==> src/rtl/rv_instr_encoder_if.sv <==
// Request/response bus of rv_instr_encoder.
//   in_*  : decoded instruction fields with a valid/ready handshake (loader -> encoder)
//   out_* : encoded word plus its word address with valid/ready (encoder -> instruction memory)
// Modports: slave = encoder side, master = loader/memory environment side.
interface rv_instr_encoder_if #(
  parameter int unsigned ADDR_W = 10
);
  logic              in_valid;
  logic              in_ready;
  logic [2:0]        in_class;
  logic [4:0]        in_rd;
  logic [4:0]        in_rs1;
  logic [4:0]        in_rs2;
  logic [2:0]        in_funct3;
  logic [6:0]        in_funct7;
  logic [31:0]       in_imm;
  logic              out_valid;
  logic              out_ready;
  logic [31:0]       out_instr;
  logic [ADDR_W-1:0] out_addr;

  modport slave (
    input  in_valid, in_class, in_rd, in_rs1, in_rs2, in_funct3, in_funct7, in_imm,
    output in_ready,
    output out_valid, out_instr, out_addr,
    input  out_ready
  );

  modport master (
    output in_valid, in_class, in_rd, in_rs1, in_rs2, in_funct3, in_funct7, in_imm,
    input  in_ready,
    input  out_valid, out_instr, out_addr,
    output out_ready
  );
endinterface

==> src/rtl/rv_instr_encoder.sv <==
// rv_instr_encoder: packs decoded instruction fields into RV32I words, tags each
// with a sequential instruction-memory word address and buffers them in a FIFO.
// Ports:
//   clk, rst_n  : clock, asynchronous active-low reset
//   bus         : rv_instr_encoder_if.slave (request in, encoded word out)
//   base_load   : one-cycle strobe loading the address counter from base_addr
//   base_addr   : start word address
//   err         : one-cycle pulse after a rejected request
//   count       : FIFO occupancy
// Optional feature: define IMM_RANGE_CHECK_EN to reject immediates that do not fit
// their instruction format; otherwise immediates are silently truncated.
module rv_instr_encoder #(
  parameter int unsigned DEPTH  = 4,
  parameter int unsigned ADDR_W = 10
) (
  input  logic                      clk,
  input  logic                      rst_n,
  rv_instr_encoder_if.slave         bus,
  input  logic                      base_load,
  input  logic [ADDR_W-1:0]         base_addr,
  output logic                      err,
  output logic [$clog2(DEPTH):0]    count
);

  localparam int unsigned PTR_W = $clog2(DEPTH);
  localparam int unsigned CNT_W = PTR_W + 1;

  localparam logic [6:0] OP_R      = 7'b0110011;
  localparam logic [6:0] OP_I      = 7'b0010011;
  localparam logic [6:0] OP_LOAD   = 7'b0000011;
  localparam logic [6:0] OP_STORE  = 7'b0100011;
  localparam logic [6:0] OP_BRANCH = 7'b1100011;
  localparam logic [6:0] OP_LUI    = 7'b0110111;
  localparam logic [6:0] OP_AUIPC  = 7'b0010111;

  typedef struct packed {
    logic [31:0]       instr;
    logic [ADDR_W-1:0] addr;
  } entry_t;

  entry_t             mem [DEPTH];
  logic [PTR_W-1:0]   wr_ptr;
  logic [PTR_W-1:0]   rd_ptr;
  logic [CNT_W-1:0]   cnt_next;
  logic [ADDR_W-1:0]  addr_q;
  logic [ADDR_W-1:0]  addr_base;
  logic               in_ready_q;
  logic               out_valid_q;

  logic [31:0]        enc_word;
  logic               enc_illegal;
  logic               imm_bad;
  logic               reject;
  logic               accept;
  logic               push;
  logic               pop;

  // Field packing per instruction class.
  always_comb begin
    enc_word    = '0;
    enc_illegal = 1'b0;
    case (bus.in_class)
      3'd0: enc_word = {bus.in_funct7, bus.in_rs2, bus.in_rs1, bus.in_funct3, bus.in_rd, OP_R};
      3'd1: enc_word = {bus.in_imm[11:0], bus.in_rs1, bus.in_funct3, bus.in_rd, OP_I};
      3'd2: enc_word = {bus.in_imm[11:0], bus.in_rs1, bus.in_funct3, bus.in_rd, OP_LOAD};
      3'd3: enc_word = {bus.in_imm[11:5], bus.in_rs2, bus.in_rs1, bus.in_funct3,
                        bus.in_imm[4:0], OP_STORE};
      3'd4: enc_word = {bus.in_imm[12], bus.in_imm[10:5], bus.in_rs2, bus.in_rs1,
                        bus.in_funct3, bus.in_imm[4:1], bus.in_imm[11], OP_BRANCH};
      3'd5: enc_word = {bus.in_imm[31:12], bus.in_rd, OP_LUI};
      3'd6: enc_word = {bus.in_imm[31:12], bus.in_rd, OP_AUIPC};
      default: enc_illegal = 1'b1;
    endcase
  end

`ifdef IMM_RANGE_CHECK_EN
  // Immediate must be exactly representable in the target format.
  always_comb begin
    imm_bad = 1'b0;
    case (bus.in_class)
      3'd1, 3'd2, 3'd3: imm_bad = !((&bus.in_imm[31:11]) || !(|bus.in_imm[31:11]));
      3'd4:             imm_bad = !((&bus.in_imm[31:12]) || !(|bus.in_imm[31:12]))
                                  || bus.in_imm[0];
      3'd5, 3'd6:       imm_bad = |bus.in_imm[11:0];
      default:          imm_bad = 1'b0;
    endcase
  end
`else
  assign imm_bad = 1'b0;
`endif

  assign reject    = enc_illegal | imm_bad;
  assign accept    = bus.in_valid && in_ready_q;
  assign push      = accept && !reject;
  assign pop       = out_valid_q && bus.out_ready;
  // A base_load in the same cycle as a push addresses that word from base_addr.
  assign addr_base = base_load ? base_addr : addr_q;

  // Occupancy after this cycle's push/pop.
  always_comb begin
    cnt_next = count;
    if (push && !pop) begin
      cnt_next = count + CNT_W'(1);
    end else if (!push && pop) begin
      cnt_next = count - CNT_W'(1);
    end
  end

  // FIFO storage and pointers; reset clears contents so the head reads zero.
  always_ff @(posedge clk or negedge rst_n) begin
    if (!rst_n) begin
      for (int unsigned i = 0; i < DEPTH; i++) begin
        mem[i] <= '0;
      end
      wr_ptr <= '0;
      rd_ptr <= '0;
    end else begin
      if (push) begin
        mem[wr_ptr] <= '{instr: enc_word, addr: addr_base};
        wr_ptr      <= wr_ptr + PTR_W'(1);
      end
      if (pop) begin
        rd_ptr <= rd_ptr + PTR_W'(1);
      end
    end
  end

  // Address counter, occupancy, handshake flags and error pulse.
  always_ff @(posedge clk or negedge rst_n) begin
    if (!rst_n) begin
      addr_q      <= '0;
      count       <= '0;
      in_ready_q  <= 1'b1;
      out_valid_q <= 1'b0;
      err         <= 1'b0;
    end else begin
      addr_q      <= push ? addr_base + ADDR_W'(1) : addr_base;
      count       <= cnt_next;
      in_ready_q  <= (cnt_next != CNT_W'(DEPTH));
      out_valid_q <= (cnt_next != '0);
      err         <= accept && reject;
    end
  end

  assign bus.in_ready  = in_ready_q;
  assign bus.out_valid = out_valid_q;
  assign bus.out_instr = mem[rd_ptr].instr;
  assign bus.out_addr  = mem[rd_ptr].addr;

endmodule
==> src/flat_wrapper.sv <==
// flat-port wrapper written by rule: the top's interface ports become plain ports
module rv_instr_encoder_flat 
#(
  parameter int unsigned DEPTH  = 4,
  parameter int unsigned ADDR_W = 10
)
  (clk, rst_n, base_load, base_addr, err, count, bus_in_valid, bus_in_class, bus_in_rd, bus_in_rs1, bus_in_rs2, bus_in_funct3, bus_in_funct7, bus_in_imm, bus_in_ready, bus_out_valid, bus_out_instr, bus_out_addr, bus_out_ready);
  rv_instr_encoder_if #(.ADDR_W(ADDR_W)) bus_i ();
  input  logic clk;
  input  logic rst_n;
  input  logic base_load;
  input  logic [ADDR_W-1:0] base_addr;
  output logic err;
  output logic [$clog2(DEPTH):0] count;
  input wire logic [$bits(bus_i.in_valid)-1:0] bus_in_valid;
  input wire logic [$bits(bus_i.in_class)-1:0] bus_in_class;
  input wire logic [$bits(bus_i.in_rd)-1:0] bus_in_rd;
  input wire logic [$bits(bus_i.in_rs1)-1:0] bus_in_rs1;
  input wire logic [$bits(bus_i.in_rs2)-1:0] bus_in_rs2;
  input wire logic [$bits(bus_i.in_funct3)-1:0] bus_in_funct3;
  input wire logic [$bits(bus_i.in_funct7)-1:0] bus_in_funct7;
  input wire logic [$bits(bus_i.in_imm)-1:0] bus_in_imm;
  output wire logic [$bits(bus_i.in_ready)-1:0] bus_in_ready;
  output wire logic [$bits(bus_i.out_valid)-1:0] bus_out_valid;
  output wire logic [$bits(bus_i.out_instr)-1:0] bus_out_instr;
  output wire logic [$bits(bus_i.out_addr)-1:0] bus_out_addr;
  input wire logic [$bits(bus_i.out_ready)-1:0] bus_out_ready;
  assign bus_i.in_valid = bus_in_valid;
  assign bus_i.in_class = bus_in_class;
  assign bus_i.in_rd = bus_in_rd;
  assign bus_i.in_rs1 = bus_in_rs1;
  assign bus_i.in_rs2 = bus_in_rs2;
  assign bus_i.in_funct3 = bus_in_funct3;
  assign bus_i.in_funct7 = bus_in_funct7;
  assign bus_i.in_imm = bus_in_imm;
  assign bus_in_ready = bus_i.in_ready;
  assign bus_out_valid = bus_i.out_valid;
  assign bus_out_instr = bus_i.out_instr;
  assign bus_out_addr = bus_i.out_addr;
  assign bus_i.out_ready = bus_out_ready;
  rv_instr_encoder #(.DEPTH(DEPTH), .ADDR_W(ADDR_W)) u_core (.clk(clk), .rst_n(rst_n), .bus(bus_i), .base_load(base_load), .base_addr(base_addr), .err(err), .count(count));
endmodule
==> config.mk <==
export PLATFORM = sky130hd
export DESIGN_NAME = rv_instr_encoder_flat
export DESIGN_NICKNAME = d
export VERILOG_FILES = /design/src/rtl/rv_instr_encoder_if.sv /design/src/rtl/rv_instr_encoder.sv /design/src/flat_wrapper.sv
export SDC_FILE = /design/constraint.sdc
export NUM_CORES = 1
export LEC_CHECK = 0
export CAP_MARGIN = 20
export CORE_MARGIN = 8
export CORE_UTILIZATION = 53
export DETAILED_ROUTE_END_ITERATION = 16
export DONT_BUFFER_PORTS = 1
export HOLD_SLACK_MARGIN = 0.06
export PLACE_DENSITY = 0.74
export RECOVER_POWER = 100
export SETUP_SLACK_MARGIN = 0.02
export SYNTH_ARGS = -nofsm -noshare
export SYNTH_HDL_FRONTEND = slang
export SYNTH_SLANG_ARGS = --single-unit
==> constraint.sdc <==
create_clock -name clk -period 2.5 [get_ports clk]
set_input_delay 0.25 -clock clk [delete_from_list [all_inputs] [get_ports clk]]
set_output_delay 0.25 -clock clk [all_outputs]
set_load 0.03 [all_outputs]
**Word-level counts from Yosys, hierarchy flattened**

Cells that the tools add are included.

- Multiplexer cells: 12
- Magnitude comparators: 3
- Reduce and logical (&&, ||, !) cells: 12
- Bitwise operators: 2
- Eq/ne operators: 7
- Add/sub/neg operators: 5

Operator list:

| kind | number |
|---|---|
| $pmux W32 S7 | 1 |
| $bwmux W168 | 1 |
| $mux W42 | 3 |
| $bmux W42 S2 | 1 |
| $demux W42 S2 | 1 |
| $mux W10 | 2 |
| $add A10 B1 Y10 const B | 1 |
| $eq A3 B3 Y1 const B | 3 |
| $logic_and A1 B1 Y1 | 7 |
| $reduce_or A7 Y1 | 1 |
| $eq A3 B2 Y1 const B | 2 |
| $ge A3 B3 Y1 const B | 2 |
| $mux W3 | 2 |
| $not A2 Y3 | 2 |
| $add A2 B1 Y2 const B | 2 |
| $add A3 B1 Y3 const B | 1 |
| $eq A3 B1 Y1 const B | 1 |
| $logic_not A3 Y1 | 1 |
| $lt A3 B1 Y1 const B | 1 |
| $ne A3 B3 Y1 const B | 1 |
| $reduce_bool A3 Y1 | 1 |
| $sub A3 B1 Y3 const B | 1 |
| $logic_not A1 Y1 | 2 |
| $mux W1 | 1 |

- Output and inout bits: 48
- Bits in registers: 188
- Word-level logic and storage cells: 56
- Bits of input ports: 75

**Longest topological paths before layout**

- Depth after elaboration: 8
- Gate-level depth with buffers: 7
- Gate-level depth less buffers: 6

**Least setup slack after synthesis**

OpenSTA, ideal clock, no wires.

- Path kind: flip-flop to output port
- Start point: register u_core.rd_ptr[0]
- End point: output bus_out_instr[1]
- Data arrival time: 1609 ps
- Slack: 641 ps
- Path buffers: 3
- Cell stages (with the launch flop): 5
- Cell sequence: dfrtp_1 > buf_2 > buf_2 > mux4_2 > buf_4

- Cells in the longest elaborated chain, start to end: 4

RTL lines:

| what | line | source |
|---|---|---|
| from (decl) | rv_instr_encoder.sv:43 | `logic [PTR_W-1:0] rd_ptr;` |
| from (signal assigned) | rv_instr_encoder.sv:123 | `rd_ptr <= rd_ptr + PTR_W'(1);` |
| $not A2 Y3 (implied by the code) | rv_instr_encoder.sv:147 | `assign bus.out_instr = mem[rd_ptr].instr;` |
| $bmux W42 S2 | rv_instr_encoder.sv:147 |  |
| $mux W42 (implied by the code) (2 in series) | rv_instr_encoder.sv:147 |  |
| to (decl) | flat_wrapper.sv:25 | `output wire logic [$bits(bus_i.out_instr)-1:0] bus_out_instr;` |

Every way passes these cells. The select of a mux whose other input is x is not followed.

**Worst setup path in the final report**

- Start point: register u_core.rd_ptr[0]
- End point: output bus_out_instr[2]

The elaborated chain is that of the path after synthesis.

==> results_dict.tcl <==
set metrics [dict create \
    cp_max_fo 25 \
    die_w_um 144 \
    multi_input_comb_area_um2 3860 \
    drc 0 \
    clock_power_share_pct 21.3 \
    endpoint_kind "output port" \
    n_antenna_cell 0 \
    clkSinkCount 180 \
    cts_root_buf "clkbuf_16" \
    rows 47 \
    grt_pass1_vias 6220 \
    fp.coreArea_um2 16300 \
    fp.dieH_um 144 \
    drtIter0Drc 423 \
    final_util_pct 57.6 \
    tightest_slew_ps 720 \
    finalCritPeriodShare_pct 90.1 \
    grt_remaining_overflow 0 \
    dr_total_vias 5897 \
    cts_tree "yes" \
    power_density_nw_per_um2 1340 \
    syn_inst 782 \
    setup_tns_ps 0 \
    syn_area_um2 8730 \
    numCtsBuffers 17 \
    slew_viol_final 0 \
    antenna_found_initial 0 \
    p_sw_w 0.00506 \
    regArea_um2 4510 \
    ys_seq_area_share_pct 51.6 \
    worst_slack_ps 248 \
    setup_viol 0 \
    crit_path_start_kind "flip-flop" \
    gp_congestion 0.822 \
    leakage_nw 4.17 \
    insertion_delay_ps 430 \
    whs_ps -481 \
    cts_buffer_depth 2 \
    routedWlPerCell_um 20.8 \
    clkTransAtPathRegs_ps 60 \
    viasPerCell 5.94 \
    synth_flop_cell "dfrtp_1" \
    hpwl_um 14000 \
    ant_nets 0 \
    sw_frac_of_total_pct 39.9 \
    crit_type "flip-flop to output port" \
    cp_num_buf_inv 1 \
    postSynthAreaPerCell_um2 11.2 \
    pre_cts_ws_ps 486 \
    total_power_w 0.0127 \
    maxClockFrequency_ghz 0.444 \
    irDropWorstVdd_mv 0.716 \
    ios 123 \
    hp-class "primary input to async pin" \
    p_int_w 0.00760 \
    final_nets 841 \
    p_seq_share_pct 39.5 \
    worst-endpoint-arrival_ps 2000 \
    die-area_um2 20800 \
    period_minus_slack_ps 2250 \
    grt_pass1_wl_um 32900 \
    cp_slowest_cell "mux4_2" \
    synth.distinct_cells 48 \
    cp_top_family "multiplexers" \
    nFillCells 1392 \
    comb_power_share_pct 39.2 \
    ys_ff_latch 180 \
    drive_gt1_share_pct 17.2 \
    clock_skew_ps 8.83 \
    final_common_cell "dfrtp_1" \
    cpPeakStageDelay_ps 690 \
    synth_nets 864 \
    drt-pass1-iter-count 5 \
    syn2layout_area_growth_pct 7.85 \
    violations "negative hold slack" \
    globalRouteTotalUtil_pct 20.7 \
    numPortBuffers 0 \
    cp.required_ps 2250 \
    start_util_pct 53.4 \
    status "finished, violations left" \
    totalWireLength_um 20600 \
    ys_warn_count 0 \
    crit_chain "buf_6, mux4_2" \
    synth-async-reset-ratio_pct 100 \
    maxCapViolations 0 \
    hold_viol 180 \
    htree_levels 4 \
    maxSlewHeadroom_pct 52.0 \
    cts_hold_buf 3 \
    synth-edff-count 0 \
    grt_max_degree 181 \
    rsz0062_at_grt "false" \
    final_cell_mix "177 x dfrtp_1, 165 x nand2_1, 122 x o21ai_0" \
]
[cell type report]
type / instances / share of cell area (%)
well taps: 220 / 2.92
clock inverters: 10 / 1.29
repair buffers: 18 / 1.54
inverters: 6 / 0.239
flip-flops and latches: 180 / 47.9
multi-input cells: 536 / 41.0
clock buffers: 22 / 5.14
[kinds of logic (layout without fill, tap and decap cells)]
kind of cell / Yosys count / count (layout) / synth area share, %
other: 1 / 1 / 0.0430
muxes: 105 / 105 / 18.3
and+or+nand+nor: 243 / 243 / 12.7
adders and majority gates: 7 / 7 / 1.00
xor gates and xnor gates: 16 / 16 / 1.69
DFF: 180 / 180 / 51.6
buffers and inverters: 66 / 56 / 3.87
AOI/OAI and AO/OA: 164 / 164 / 10.8
[through the flow]
step                      cells  area [µm²]
after floorplan             782        8730
after global placement      957        8840
after detailed placement    957        8840
after CTS                   992        9470
after global routing        992        9420
final                       992        9420
[flip-flops by register name, summed over array words and instances (netlist names)]
| name | cells |
|---|---|
| u_core.wr_ptr | 2 |
| u_core.rd_ptr | 2 |
| u_core.mem | 160 |
| u_core.bus.in_ready | 1 |
| u_core.addr_q | 10 |
| u_core.count | 3 |
| u_core.err | 1 |
| u_core.bus.out_valid | 1 |
[cell usage after synthesis (6+ instances only)]
master / count / area share (%)
dfrtp_1: 179 / 51
ha_1: 7 / 1.0
o21ai_1: 7 / 0.40
nand2b_1: 13 / 0.93
nand3_1: 13 / 0.75
buf_6: 6 / 0.77
mux2i_1: 32 / 3.7
mux4_2: 40 / 10
a311oi_2: 6 / 1.0
buf_1: 9 / 0.39
xor2_1: 8 / 0.80
buf_2: 18 / 1.0
clkbuf_1: 21 / 0.90
mux2_2: 31 / 4.0
nor2_1: 14 / 0.60
nor2b_1: 15 / 1.1
inv_1: 6 / 0.26
a21oi_1: 11 / 0.63
xnor2_1: 7 / 0.70
o21ai_0: 116 / 6.6
nand2_1: 164 / 7.1
buf_4: 6 / 0.52
a31oi_1: 6 / 0.43
[what timing repair did]
| item | 4_1_cts | 5_1_grt |
|---|---|---|
| hold endpoints to repair | 186 | 180 |
| resized for setup | 0 | 0 |
| setup buffers | 0 | 0 |
[metal layers]
metal | vias to the layer above | wire (µm) | track usage (%)
li1 | 2690 | - | -
met2 | 178 | 10900 | 35.5
met5 | - | 0 | 0
met4 | 0 | 438 | 7.34
met3 | 36 | 1230 | 5.65
met1 | 2993 | 8090 | 24.7
[worst paths after layout]
check,endpoint,slack (ps),cells after the start,startpoint
worst max-delay path,bus_out_instr[2],250,2,u_core.rd_ptr[0]
worst min-delay path,u_core.mem[18],-480,0,rst_n
worst max register to register,u_core.mem[65],270,5,u_core.bus.in_ready
worst min register to register,u_core.mem[137],470,1,u_core.mem[137]
max in group asynchronous,u_core.bus.in_ready,2750,0,rst_n
min in group clk,u_core.err,70,2,bus_in_valid
[worst reg2reg max path: cells and delay by family (launching register included)]
kind / cells / cell delay (ps)
and+or+nand+nor: 3 / 800
DFF: 1 / 720
buffers and inverters: 1 / 440
AOI/OAI and AO/OA: 1 / 110
[power by group through the flow]
stage          Clock (W)  Sequential [W]  Combinational (W)
2_1_floorplan          0         0.00473            0.00424
3_3_place_gp           0         0.00490            0.00487
3_5_place_dp           0         0.00504            0.00507
4_1_cts          0.00273         0.00500            0.00509
5_1_grt          0.00286         0.00515            0.00537
6_report         0.00269         0.00501            0.00496
(Power assumes the default switching activity.)
